<file path="src/rtl/regfile_wb_arbiter.sv">
`default_nettype none
// ============================================================================
// Module   : regfile_wb_arbiter
// Purpose  : Shares the single register-file write port among NUM_REQ
//            writeback requesters. Port 0 (in-order pipeline writeback) has
//            fixed priority. Ports 1..NUM_REQ-1 (long-latency units) rotate
//            round-robin. A starvation guard forces a port>=1 grant after
//            STARVE_LIMIT consecutive port-0 wins while others wait. The
//            winner is registered and drives the write port one cycle later.
// Ports    : clk, rstn (sync, active-low)
//            req_valid/req_addr/req_data : per-requester write request (in)
//            req_ready                   : one-hot-or-zero grant (out, comb)
//            rd_addr/rd_data/rd_wr_en    : registered register-file write
//            starved                     : starvation override active (comb)
// Revision : 1.0 - initial release
// ============================================================================
module regfile_wb_arbiter #(
    parameter int NUM_REQ             = 3,
    parameter int STARVE_LIMIT        = 4,
    parameter int XLEN                = 32,
    parameter int REG_FILE_ADDR_WIDTH = 5
) (
    input  logic                                   clk,
    input  logic                                   rstn,
    input  logic [NUM_REQ-1:0]                     req_valid,
    input  logic [NUM_REQ*REG_FILE_ADDR_WIDTH-1:0] req_addr,
    input  logic [NUM_REQ*XLEN-1:0]                req_data,
    output logic [NUM_REQ-1:0]                     req_ready,
    output logic [REG_FILE_ADDR_WIDTH-1:0]         rd_addr,
    output logic [XLEN-1:0]                        rd_data,
    output logic                                   rd_wr_en,
    output logic                                   starved
);

    localparam int c_AW    = REG_FILE_ADDR_WIDTH;
    localparam int c_PTR_W = $clog2(NUM_REQ);
    localparam int c_CNT_W = $clog2(STARVE_LIMIT + 1);

    localparam logic [c_CNT_W-1:0] c_LIMIT     = c_CNT_W'(STARVE_LIMIT);
    localparam logic [c_PTR_W-1:0] c_PTR_FIRST = c_PTR_W'(1);

    // rr_ptr only ever holds 1..NUM_REQ-1; port 0 is outside the rotation.
    logic [c_PTR_W-1:0] r_rr_ptr;
    logic [c_CNT_W-1:0] r_starve_cnt;

    logic               w_any_hi;
    logic [NUM_REQ-1:0] w_rr_onehot;
    logic [c_PTR_W-1:0] w_rr_next;
    logic [NUM_REQ-1:0] w_grant;
    logic               w_grant_hi;
    logic               w_starved;
    logic [c_AW-1:0]    w_sel_addr;
    logic [XLEN-1:0]    w_sel_data;

    assign w_any_hi = |req_valid[NUM_REQ-1:1];

    // Round-robin pick: each port>=1 gets its position in the search order
    // starting at rr_ptr; the valid port with the smallest position wins.
    always_comb begin
        int v_best;
        int v_dist;
        v_best      = NUM_REQ;
        v_dist      = 0;
        w_rr_onehot = '0;
        w_rr_next   = r_rr_ptr;
        for (int i = 1; i < NUM_REQ; i++) begin
            if (i >= int'(r_rr_ptr)) begin
                v_dist = i - int'(r_rr_ptr);
            end else begin
                v_dist = i - int'(r_rr_ptr) + (NUM_REQ - 1);
            end
            if (req_valid[i] && (v_dist < v_best)) begin
                v_best         = v_dist;
                w_rr_onehot    = '0;
                w_rr_onehot[i] = 1'b1;
                w_rr_next      = (i == NUM_REQ - 1) ? c_PTR_FIRST : c_PTR_W'(i + 1);
            end
        end
    end

    // Grant: starvation override, then port 0, then the round-robin pick.
    // w_rr_onehot is zero when no port>=1 is valid, so the fall-through
    // branch also covers the "no grant" case.
    always_comb begin
        w_starved = (r_starve_cnt == c_LIMIT) && w_any_hi;
        w_grant   = '0;
        if (w_starved) begin
            w_grant = w_rr_onehot;
        end else if (req_valid[0]) begin
            w_grant[0] = 1'b1;
        end else begin
            w_grant = w_rr_onehot;
        end
    end

    assign w_grant_hi = |w_grant[NUM_REQ-1:1];
    assign req_ready  = w_grant;
    assign starved    = w_starved;

    // Winner's address/data; grant is one-hot so an OR-style mux suffices.
    always_comb begin
        w_sel_addr = '0;
        w_sel_data = '0;
        for (int i = 0; i < NUM_REQ; i++) begin
            if (w_grant[i]) begin
                w_sel_addr = req_addr[i*c_AW +: c_AW];
                w_sel_data = req_data[i*XLEN +: XLEN];
            end
        end
    end

    always_ff @(posedge clk) begin
        if (!rstn) begin
            rd_addr      <= '0;
            rd_data      <= '0;
            rd_wr_en     <= 1'b0;
            r_rr_ptr     <= c_PTR_FIRST;
            r_starve_cnt <= '0;
        end else begin
            // x0 writes are accepted and latched, but never strobed.
            if (|w_grant) begin
                rd_addr  <= w_sel_addr;
                rd_data  <= w_sel_data;
                rd_wr_en <= (w_sel_addr != '0);
            end else begin
                rd_wr_en <= 1'b0;
            end

            if (w_grant_hi) begin
                r_rr_ptr <= w_rr_next;
            end

            // Counts port-0 wins only while some port>=1 is actually waiting.
            if (w_grant_hi || !w_any_hi) begin
                r_starve_cnt <= '0;
            end else if (w_grant[0] && (r_starve_cnt != c_LIMIT)) begin
                r_starve_cnt <= r_starve_cnt + 1'b1;
            end
        end
    end

endmodule
`default_nettype wire

</file>
<file path="config.mk">
export PLATFORM = sky130hd
export DESIGN_NAME = regfile_wb_arbiter
export DESIGN_NICKNAME = d
export VERILOG_FILES = /design/src/rtl/regfile_wb_arbiter.sv
export SDC_FILE = /design/constraint.sdc
export NUM_CORES = 1
export LEC_CHECK = 0
export ABC_AREA = 1
export ABC_CLOCK_PERIOD_IN_PS = 3050
export CAP_MARGIN = 20
export CORE_UTILIZATION = 36
export CTS_CLUSTER_DIAMETER = 120
export DETAILED_ROUTE_END_ITERATION = 8
export GPL_ROUTABILITY_DRIVEN = 0
export PLACE_DENSITY_LB_ADDON = 0.08
export SYNTH_ARGS = -nofsm -noshare
export SYNTH_HDL_FRONTEND = slang
export SYNTH_SLANG_ARGS = --single-unit
export TNS_END_PERCENT = 1
</file>
<file path="constraint.sdc">
create_clock -name clk -period 3.05 [get_ports clk]
set_clock_uncertainty 0.1 [all_clocks]
set_input_delay 0.61 -clock clk [delete_from_list [all_inputs] [get_ports clk]]
set_output_delay 0.61 -clock clk [all_outputs]
set_load 0.05 [all_outputs]
</file>
After elaboration in Yosys (flattened, before gate mapping)

Index checks and enable logic that the tools add are counted.

$add $sub $neg: 5
Magnitude comparators: 4
Equality and inequality tests: 2
Multiplexer cells: 16
Bitwise operators: 1
Reduce and logical (&&, ||, !) cells: 14

Operator list:

| kind                                                              | count |
|---|---|
| two-way mux 32 bit                                                | 6 |
| < comparator 32 x 3 -> 1 bit (second input constant)              | 1 |
| < comparator 32 bit                                               | 1 |
| two-way mux 5 bit                                                 | 3 |
| adder 3 x 3 -> 4 bit (second input constant)                      | 2 |
| two-way mux 2 bit                                                 | 4 |
| two-way mux 3 bit                                                 | 2 |
| OR reduction 2 bit                                                | 3 |
| nonzero test 5 bit                                                | 1 |
| logical AND 1 bit                                                 | 4 |
| AND reduction 2 bit                                               | 2 |
| adder 3 x 1 -> 3 bit (second input constant)                      | 1 |
| equality test 3 bit (second input constant)                       | 1 |
| != test 3 bit (second input constant)                             | 1 |
| OR reduction 3 bit                                                | 1 |
| subtractor 1 x 2 -> 3 bit (first input constant)                  | 1 |
| subtractor 2 x 2 -> 3 bit (first input constant)                  | 1 |
| greater-or-equal comparator 1 x 2 -> 1 bit (first input constant) | 1 |
| greater-or-equal comparator 2 bit (first input constant)          | 1 |
| nonzero test 2 bit                                                | 1 |
| logical NOT 1 bit                                                 | 1 |
| logical OR 1 bit                                                  | 1 |
| two-way mux 1 bit                                                 | 1 |
| inverter 1 bit                                                    | 1 |

Register bits: 43
Input port bits: 116
Output and inout port bits: 42
Logic and storage cells: 47

Depth between registers and ports, before layout

Gate-level depths: netlist of run 1.

Depth in word-level cells: 15
Depth in mapped cells: 17
Gate-level depth less buffers: 16

Least setup slack after synthesis of run 1

OpenSTA, ideal clock, no wires.

Kind: reg-to-output
Start point: reg r_rr_ptr[1]
End point: out req_ready[2]
Arrival: 1806 ps
Required time: 2340 ps
Path slack: 534 ps
Cell stages (with the launch flop): 11
Buffers on the path: 1
Cells stage by stage: dfxtp_1 > inv_1 > ha_1 > nand2_1 > inv_1 > ha_1 > nor2_2 > nor2_4 > nand2_4 > nor2_4 > buf_4

Longest elaborated chain between the ends: 11
Elaborated cells between the ends (all ways): 16
Classes of those cells: add/sub (4); order compare (4); mux (6); reduce/logical (2)

Ends and longest elaborated chain:

| item                         | RTL line | source |
|---|---|---|
| start: declaration           | 43       | `logic [c_PTR_W-1:0] r_rr_ptr;` |
| start signal: assignment     | 117      | `r_rr_ptr <= c_PTR_FIRST;` |
| start signal: assignment     | 130      | `r_rr_ptr <= w_rr_next;` |
| subtractor 1 x 2 -> 3 bit    | 68, 70   |  |
| adder 3 x 3 -> 4 bit         | 70       | `v_dist = i - int'(r_rr_ptr) + (NUM_REQ - 1);` |
| two-way mux 32 bit           | 67       | `if (i >= int'(r_rr_ptr)) begin` |
| < comparator 32 x 3 -> 1 bit | 72       | `if (req_valid[i] && (v_dist < v_best)) begin` |
| logical AND 1 bit            | 72       |  |
| two-way mux 32 bit           | 72       |  |
| < comparator 32 bit (*)      | 72       |  |
| logical AND 1 bit (*)        | 72       |  |
| two-way mux 3 bit (*)        | 72       |  |
| two-way mux 2 bit            | 89       | `end else if (req_valid[0]) begin` |
| two-way mux 3 bit (*)        | 87       | `if (w_starved) begin` |
| end: declaration             | 28       | `output logic [NUM_REQ-1:0] req_ready,` |

Mark *: on every way between the ends. The rest lies on a longest branch, timed or not.

Worst setup path after layout of run 1

Start point: reg r_rr_ptr[0]
End point: out req_ready[1]

Longest elaborated chain between the ends: 11
Elaborated cells between the ends (all ways): 17
Classes of those cells: add/sub (4); order compare (4); mux (7); reduce/logical (2)

Ends and longest elaborated chain:

| item                         | RTL line |
|---|---|
| subtractor 1 x 2 -> 3 bit    | 68, 70 |
| adder 3 x 3 -> 4 bit         | 70 |
| two-way mux 32 bit           | 67 |
| < comparator 32 x 3 -> 1 bit | 72 |
| logical AND 1 bit            | 72 |
| two-way mux 32 bit           | 72 |
| < comparator 32 bit          | 72 |
| logical AND 1 bit            | 72 |
| two-way mux 3 bit (*)        | 72 |
| two-way mux 2 bit            | 89 |
| two-way mux 3 bit (*)        | 87 |

Marks and branches as above.

==> run summary, run 1 <==
The flow ran to the end, and the final reports show no timing, DRC or antenna violations. STA classifies the critical path endpoint as an output port. The required time of the critical path is 2.34 ns.

The maximum number of pins on one net before global-route repair is 28. Data arrives at the worst endpoint at 2.15 ns. Counting distinct cell types in the post-synthesis netlist gives 26. The leakage component of the power is 0.00175 uW. The instance count along the most critical hold path is 2. The maximum root-to-sink buffer count came out at 2.

The half-perimeter wire length after placement came out at 5920 um. In this run the most critical hold path is launched from rd_addr[1]$_SDFFE_PN0P_. The relative contribution of combinational cells to total power is 40.1%. For this configuration, the core starts out at a cell density of 37.5%. The final global-route overflow total came out at 0.

The synthesized design contains 0 enable-type register cells. The total of hold buffers inserted after clock tree synthesis came out at 0. The slack of the worst reg-to-reg path is 0.51 ns.

The H-tree depth reported by CTS is 2. The met2 track utilization from global routing is 39.6%. The full die area came out at 6980 um2. The clock latency of the later-clocked register in the worst-skew pair is 0.29 ns. The number of synthesis warnings came out at 0.

After detailed placement, the total cell area comes to 4060 um2. The final number of hold-violating endpoints came out at 0. The number of global-route vias before repair came out at 2728. In the final routed layout, each cell accounts on average for 13.6 um. On the worst path, the slowest cell contributes a delay of 0.39 ns. The height of the die came out at 83.5 um. The launching element of the worst setup path is r_rr_ptr[0]$_SDFFE_PN1P_.

The cell total after placement is 565. The family of cells with the greatest summed delay on the critical path is adder cells. The path class of the tightest hold or removal check is reg2reg. The number of standard cells in the layout, taps in and fillers out is 575. The total global-route track usage is 22.3%. The die span in x is 83.5 um. The clock period minus final worst setup slack came out at 2.86 ns. The fraction of the cycle the final worst path needs came out at 93.7%. Net switching is 35.1% of the power. The netlist area before placement is 2390 um2. Setup total negative slack on the finished layout was measured at 0 ns. The maximum frequency from static timing analysis came out at 350 MHz.

TritonCTS built the clock tree. The slowest stage of the critical path belongs to the cell sky130_fd_sc_hd__dfxtp_1. The met3 track demand over resource came out at 6.73%. The share of final-layout standard cells stronger than drive strength 1 is 9.04%. The part of the total power dissipated in the clock network came out at 25.0%. Counting both buffers and inverters, the worst setup path holds a total of 4. The number of search-and-repair iterations in the first detailed-routing pass came out at 5.

The cell-internal power is 1210 uW. Along the worst path, the maximum fanout reaches 7. For met1 alone, demand over resource in global routing was 25.8%.

In this run the remaining antenna-violating nets after routing total 0. The worst pin sits at a relative slew slack of 53.4%. In this run the most used layer during global routing was met2. When the netlist entered floorplanning its net count stood at 463. The initialized floorplan defines 29 standard-cell rows. The overall power consumption is 1860 uW.

The vias after detailed routing came out at 2846. Max-cap violations in this run came to 0. For this run, design rule violations remaining after detail routing come to 0. The critical path is of the reg2out type. A synthesized cell averages 7.06 um2. Input and output buffers added on the ports amount to 157. The average vias per placed instance is 4.95. The number of synthesized register bits is 43. The total number of nets in the final design is 621.

Setup violations remaining at the end of the flow were counted as 0. The number of antenna diodes in the final layout is 0. The gate count of the mapped netlist came out at 339. The filler cells instantiated in the layout total 596.

The worst register-to-register path ends at rd_data[12]$_SDFFE_PN0P_. The final instance area is 4190 um2. The worst hold path terminates at rd_addr[1]$_SDFFE_PN0P_. The most used flip-flop cell after synthesis is sky130_fd_sc_hd__dfxtp_1.

The number of buffers added by the clock tree synthesis step is 5. The core outline area is 6390 um2. The analysis attributes to net switching a power of 651 uW. The wire length of the first global-routing pass is 12700 um. The root buffer cell chosen for the clock tree is sky130_fd_sc_hd__clkbuf_8. For this run, asynchronously set or reset flops after synthesis account for 0%. The final routed wirelength across all metal layers is 7810 um.

The largest voltage drop on the vdd net came out at 0.262 mV. The area growth from synthesis to layout is 75.2%. The depth of the worst register-to-register path is 14. Traced cell by cell, the critical path runs through inv_1 > ha_1 > nand2_1 > inv_1 > ha_1 > nor2_2 > nor2_4 > nand2_4 > nand2_4 > inv_4 > buf_12.

The power density over the cells came out at 443 nW/um2. The fraction of the yosys area taken by sequential cells is 36.0%. The slew at the pin closest to its max-slew limit is 0.696 ns. The initial antenna violation count was 0.

Setup repair after global routing left no endpoint under its margin. The CTS sink count came out at 43. The worst setup path is launched from a register. The reg-to-reg startpoint is r_rr_ptr[0]$_SDFFE_PN1P_. Clock-pin slew was measured on the worst setup and hold paths at 0.09 ns.

Sequential cells burn 34.9% of the power. The first-iteration detailed-routing DRC count is 70. The boundary pin count came out at 158. The number of max-slew violations in the final report came to 0.
==> state kept, by name (all words and copies together), names as in the netlist <==
signal,count
rd_data,32
rd_addr,5
r_starve_cnt,3
r_rr_ptr,2
rd_wr_en,1
==> layer usage <==
| metal | part of all wire (%) | wire length [um] | vias up |
|---|---|---|---|
| met1 | 42 | 3250 | 1284 |
| met2 | 48 | 3780 | 109 |
| met4 | 1.6 | 127 | 0 |
| met3 | 8.2 | 643 | 10 |
| met5 | 0 | 0 | - |
| li1 | - | - | 1443 |
==> kinds of logic (layout without fill, tap and decap cells) <==
kind of cell	Yosys count	count (layout)	share of synthesized area [%]
fa+ha+maj	8	8	4.18
xor+xnor	1	1	0.366
compound gates	86	86	20.3
buf+inv	53	212	11.1
flops	43	43	36.0
simple gates	148	148	28.0
==> what timing repair did <==
item                       in CTS  in global routing
gates resized for setup         0                  1
buffers inserted                0                  2
setup endpoints to repair       0                  2
==> stage by stage <==
step	hold WS, ns	utilization (%)	worst slack (ns)
after detailed placement	0.365	63.5	0.0577
after global placement	0.359	63.5	0.129
after global routing	0.399	65.6	0.0175
after floorplan	0.356	-	0.534
final	0.373	65.6	0.193
after CTS	0.379	65.4	0.0568
==> cells in the mapped netlist, types with 2 or more instances <==
cell type	instances	area share, %
sky130_fd_sc_hd__a21oi_1	30	6.3
sky130_fd_sc_hd__a31oi_1	22	5.8
sky130_fd_sc_hd__buf_2	7	1.5
sky130_fd_sc_hd__buf_4	5	1.6
sky130_fd_sc_hd__buf_6	4	1.9
sky130_fd_sc_hd__clkbuf_1	2	0.31
sky130_fd_sc_hd__dfxtp_1	43	36
sky130_fd_sc_hd__ha_1	8	4.2
sky130_fd_sc_hd__inv_1	28	4.4
sky130_fd_sc_hd__inv_2	2	0.31
sky130_fd_sc_hd__inv_4	3	0.78
sky130_fd_sc_hd__nand2_1	103	16
sky130_fd_sc_hd__nand2_2	3	0.78
sky130_fd_sc_hd__nand2_4	4	1.9
sky130_fd_sc_hd__nand3_1	3	0.63
sky130_fd_sc_hd__nand4_1	15	3.9
sky130_fd_sc_hd__nor2_1	14	2.2
sky130_fd_sc_hd__nor2_2	3	0.78
sky130_fd_sc_hd__nor2_4	2	0.94
sky130_fd_sc_hd__o211ai_1	10	3.1
sky130_fd_sc_hd__o21ai_0	23	4.8
==> cell usage in the layout (no fill, tap or decap), types with 2 or more instances in the layout <==
cell                              netlist  layout
sky130_fd_sc_hd__inv_4                  3       3
sky130_fd_sc_hd__nand2_4                4       4
sky130_fd_sc_hd__nor2_4                 2       2
sky130_fd_sc_hd__dfxtp_1               43      43
sky130_fd_sc_hd__o21ai_0               23      23
sky130_fd_sc_hd__nor2_2                 3       3
sky130_fd_sc_hd__nand4_1               15      15
sky130_fd_sc_hd__ha_1                   8       8
sky130_fd_sc_hd__a31oi_1               22      22
sky130_fd_sc_hd__nand2_1              103     103
sky130_fd_sc_hd__buf_12                 0       4
sky130_fd_sc_hd__buf_4                  5      14
sky130_fd_sc_hd__nand3_1                3       3
sky130_fd_sc_hd__nor2_1                14      14
sky130_fd_sc_hd__o211ai_1              10      10
sky130_fd_sc_hd__clkbuf_8               0       6
sky130_fd_sc_hd__clkdlybuf4s50_1        0     152
sky130_fd_sc_hd__a21oi_1               30      30
sky130_fd_sc_hd__inv_2                  2       2
sky130_fd_sc_hd__inv_1                 28      28
sky130_fd_sc_hd__nand2_2                3       3
==> worst max path at each step <==
stage                               to  slack, ns  cells after the start
after floorplan           req_ready[2]       0.53                     10
after global placement    req_ready[1]       0.13                      9
after detailed placement  req_ready[1]       0.06                      9
after CTS                 req_ready[1]       0.06                      9
after global routing      req_ready[1]       0.02                     11
final                     req_ready[1]       0.19                     11
==> layout make-up <==
| type | count | area [um2] | share of cell area (%) |
|---|---|---|---|
| flip-flops and latches | 43 | 861 | 20.5 |
| multi-input cells | 243 | 1270 | 30.2 |
| well taps | 77 | 96.3 | 2.30 |
| inverters | 33 | 131 | 3.13 |
| clock inverters | 2 | 35.0 | 0.836 |
| repair buffers | 171 | 1720 | 41.0 |
| clock buffers | 6 | 82.6 | 1.97 |
==> power groups by stage <==
stage | Combinational [uW] | Sequential [uW] | Clock (uW)
2_1_floorplan | 238 | 844 | 0
3_3_place_gp | 736 | 659 | 0
3_5_place_dp | 743 | 660 | 0
4_1_cts | 746 | 648 | 476
5_1_grt | 795 | 656 | 505
6_report | 745 | 648 | 465
==> tightest hold or removal path, cell delays in order (launching register included) <==
cell and delay (ns):
sky130_fd_sc_hd__dfxtp_1 0.32, sky130_fd_sc_hd__nand2_1 0.06, sky130_fd_sc_hd__a21oi_1 0.06
(Power assumes the default switching activity.)
==> run 2: changes to the inputs <==
CORE_ASPECT_RATIO = 0.6   (was unset)
==> run 2 against run 1 <==
  * Maximum frequency down 1.9%
  * Clock-buffer cell count unchanged
  * Clock power decreased by 6.0%
  * Cell area stayed put
  * Utilization rose by 1.4 points
  * Flip-flop and latch count unchanged
  * Critical endpoint is now req_ready[2]
  * Largest cell class unchanged
  * Largest power group unchanged
==> run summary, run 2 (same netlist as run 1, synthesis figures left out) <==
The share of final-layout standard cells stronger than drive strength 1 came out at 8.89% (was 9.04%). The clock period minus final worst setup slack came out at 2.91 ns (was 2.86 ns). The die span in x came out at 107 um (was 83.5 um). The number of max-slew violations in the final report was 0 (unchanged). The maximum number of pins on one net before global-route repair is 28 (unchanged). The number of buffers added by the clock tree synthesis step is 5 (unchanged). The count of antenna-violating nets left after detailed routing is 0 (unchanged). The top register by number of flip-flops is rd_data (unchanged).

The initial core utilization came out at 38.3% (was 37.5%). The clock tree from TritonCTS is yes (unchanged). Cells along the critical path: inv_1 > ha_1 > a21oi_2 > ha_1 > nand2_1 > nand2_1 > nand2_1 > nand2_2 > nand2_4 > nand2_4 > nor2_4 > buf_12 (was inv_1 > ha_1 > nand2_1 > inv_1 > ha_1 > nor2_2 > nor2_4 > nand2_4 > nand2_4 > inv_4 > buf_12). The number of flip-flops in the largest register was 32 (unchanged). The boundary pin count is 158 (unchanged). The half-perimeter wire length after placement is 6370 um (was 5920 um). The maximum frequency from static timing analysis was 343 MHz (was 350 MHz). The wire length of the first global-routing pass came out at 13300 um (was 12700 um).

The initial antenna violation count is 0 (unchanged). The arrival time of data at the critical path endpoint is 2.20 ns (was 2.15 ns). The count of max-cap constraint violations came to 0 (unchanged). The full die area is 6990 um2 (was 6980 um2). Status: completed (unchanged). The largest fanout on the critical path is 6 (was 7). The total number of nets in the final design came out at 619 (was 621). The row count is 22 (was 29). The endpoint class of the critical path is an output port (unchanged). The first-iteration detailed-routing DRC count is 181 (was 70). The largest voltage drop on the vdd net is 0.196 mV (was 0.262 mV). The CTS sink count is 43 (unchanged).

The maximum root-to-sink buffer count is 2 (unchanged). The number of global-route vias before repair came out at 2719 (was 2728). The H-tree depth reported by CTS came out at 2 (unchanged).

The final routed wirelength across all metal layers is 8430 um (was 7810 um). The final global-route overflow total is 0 (unchanged). The fraction of the core area covered by cells at the end of the flow came out at 67.1% (was 65.6%). The path type of the worst min-delay path is reg2reg (unchanged). The maximum cell stage delay along the critical path came to 0.43 ns (was 0.39 ns).

The count of fill cells added during filler insertion is 514 (was 596). The kind of launch point of the worst setup path is a register (unchanged). The total global-route track usage is 24.3% (was 22.3%).

Unrepaired setup endpoints after global routing: no (unchanged). The leakage component of the power is 0.00173 uW (was 0.00175 uW). The root cell of the clock tree is sky130_fd_sc_hd__clkbuf_8 (unchanged). The final number of hold-violating endpoints came out at 0 (unchanged). The total of hold buffers inserted after clock tree synthesis was 0 (unchanged). The family of cells with the greatest summed delay on the critical path is simple AND/OR/NAND/NOR gates (was adder cells). The most common library cell in the layout ignoring fill and taps was sky130_fd_sc_hd__clkdlybuf4s50_1 (unchanged). The worst slew margin relative to its limit is 59.7% (was 53.4%). In this design, the critical path's most frequently occurring cell is sky130_fd_sc_hd__nand2_1. The slack of the worst reg-to-reg path came out at 0.46 ns (was 0.51 ns).

The area growth from synthesis to layout is 75.2% (unchanged). The average wire per cell in the routed design is 14.6 um (was 13.6 um). Commonest cells after routing, fill and taps aside: sky130_fd_sc_hd__clkdlybuf4s50_1 (152), sky130_fd_sc_hd__nand2_1 (103), sky130_fd_sc_hd__dfxtp_1 (43), sky130_fd_sc_hd__a21oi_1 (29), sky130_fd_sc_hd__inv_1 (28) (was sky130_fd_sc_hd__clkdlybuf4s50_1 (152), sky130_fd_sc_hd__nand2_1 (103), sky130_fd_sc_hd__dfxtp_1 (43), sky130_fd_sc_hd__a21oi_1 (30), sky130_fd_sc_hd__inv_1 (28)). The core outline area is 6250 um2 (was 6390 um2). The power density over the cells is 441 nW/um2 (was 443 nW/um2). The post-route DRC violation count is 0 (unchanged).

The clock-pin slew reported for the worst setup and hold paths after clock tree synthesis came out at 0.08 ns (was 0.09 ns). The height of the die came out at 65.1 um (was 83.5 um). The buffers plus inverters on the worst setup path came to 2 (was 4). The port buffer count is 157 (unchanged). The slew at the pin closest to its max-slew limit is 0.603 ns (was 0.696 ns). The vias after detailed routing is 2930 (was 2846). The required time of the critical path is 2.34 ns (about the same). The fraction of the cycle the final worst path needs came out at 95.5% (was 93.7%). The clock latency of the later-clocked register in the worst-skew pair came out at 0.29 ns (about the same). The count of antenna diodes in the layout came out at 0 (unchanged). Biggest regs: rd_data: 32 flops, rd_addr: 5 flops, r_starve_cnt: 3 flops (unchanged).

The class of the most critical setup path is reg2out (unchanged). The number of search-and-repair iterations in the first detailed-routing pass came out at 4 (was 5). The average vias per placed instance came out at 5.06 (was 4.95). The final setup violation count came out at 0 (unchanged). The summed negative setup slack over all endpoints is 0 ns (unchanged). The slowest library cell on the worst path is sky130_fd_sc_hd__dfxtp_1 (unchanged).
run 2: layout make-up:
cell class / instances / area [um2] / share of cell area [%]
well taps: 84 / 105 / 2.51
multi-input cells: 243 / 1290 / 30.7
clock buffers: 6 / 72.6 / 1.73
repair buffers: 169 / 1700 / 40.7
clock inverters: 1 / 30.0 / 0.716
flip-flops and latches: 43 / 861 / 20.5
inverters: 33 / 131 / 3.13
run 2: what timing repair did:
item,in CTS,in global routing
gates resized for setup,0,4
setup endpoints to repair,0,2
buffers inserted,0,3
run 2: routing by layer:
metal | track usage [%] | wire length, um | vias to the layer above
met2 | 37.7 | 3650 | 150
met1 | 32.4 | 3700 | 1335
li1 | - | - | 1438
met4 | 5.82 | 74 | 0
met3 | 8.33 | 1010 | 7
met5 | 0 | 0 | -
run 2: final timing paths:
| check | start | endpoint | cells past startpoint |
|---|---|---|---|
| max | r_rr_ptr[1]$_SDFFE_PN0P_ | req_ready[2] | 12 |
| max reg2reg | r_rr_ptr[1]$_SDFFE_PN0P_ | r_starve_cnt[2]$_SDFFE_PP0P_ | 17 |
| min reg2reg | rd_addr[4]$_SDFFE_PN0P_ | rd_addr[4]$_SDFFE_PN0P_ | 2 |
| min | rd_addr[4]$_SDFFE_PN0P_ | rd_addr[4]$_SDFFE_PN0P_ | 2 |
run 2: tightest hold or removal path, cell delays in order, from the launching register on:
cell and delay (ns):
sky130_fd_sc_hd__dfxtp_1 0.32, sky130_fd_sc_hd__nand2_1 0.06, sky130_fd_sc_hd__a21oi_1 0.06
run 2: metrics by stage:
stage / hold slack, ns / area [um2] / std cells / total power, uW / setup slack [ns]
after floorplan: 0.356 / 2390 / 339 / 1080 / 0.534
after global placement: 0.364 / 4040 / 569 / 1400 / 0.147
after detailed placement: 0.380 / 4040 / 569 / 1410 / 0.0714
after CTS: 0.393 / 4150 / 576 / 1840 / 0.0596
after global routing: 0.419 / 4190 / 579 / 1940 / 0.0337
final: 0.390 / 4190 / 579 / 1850 / 0.138
run 2: power by group:
part,internal (uW),switching (uW),total [uW]
logic,327,432,759
clock network,240,197,437
registers,619,31.6,650
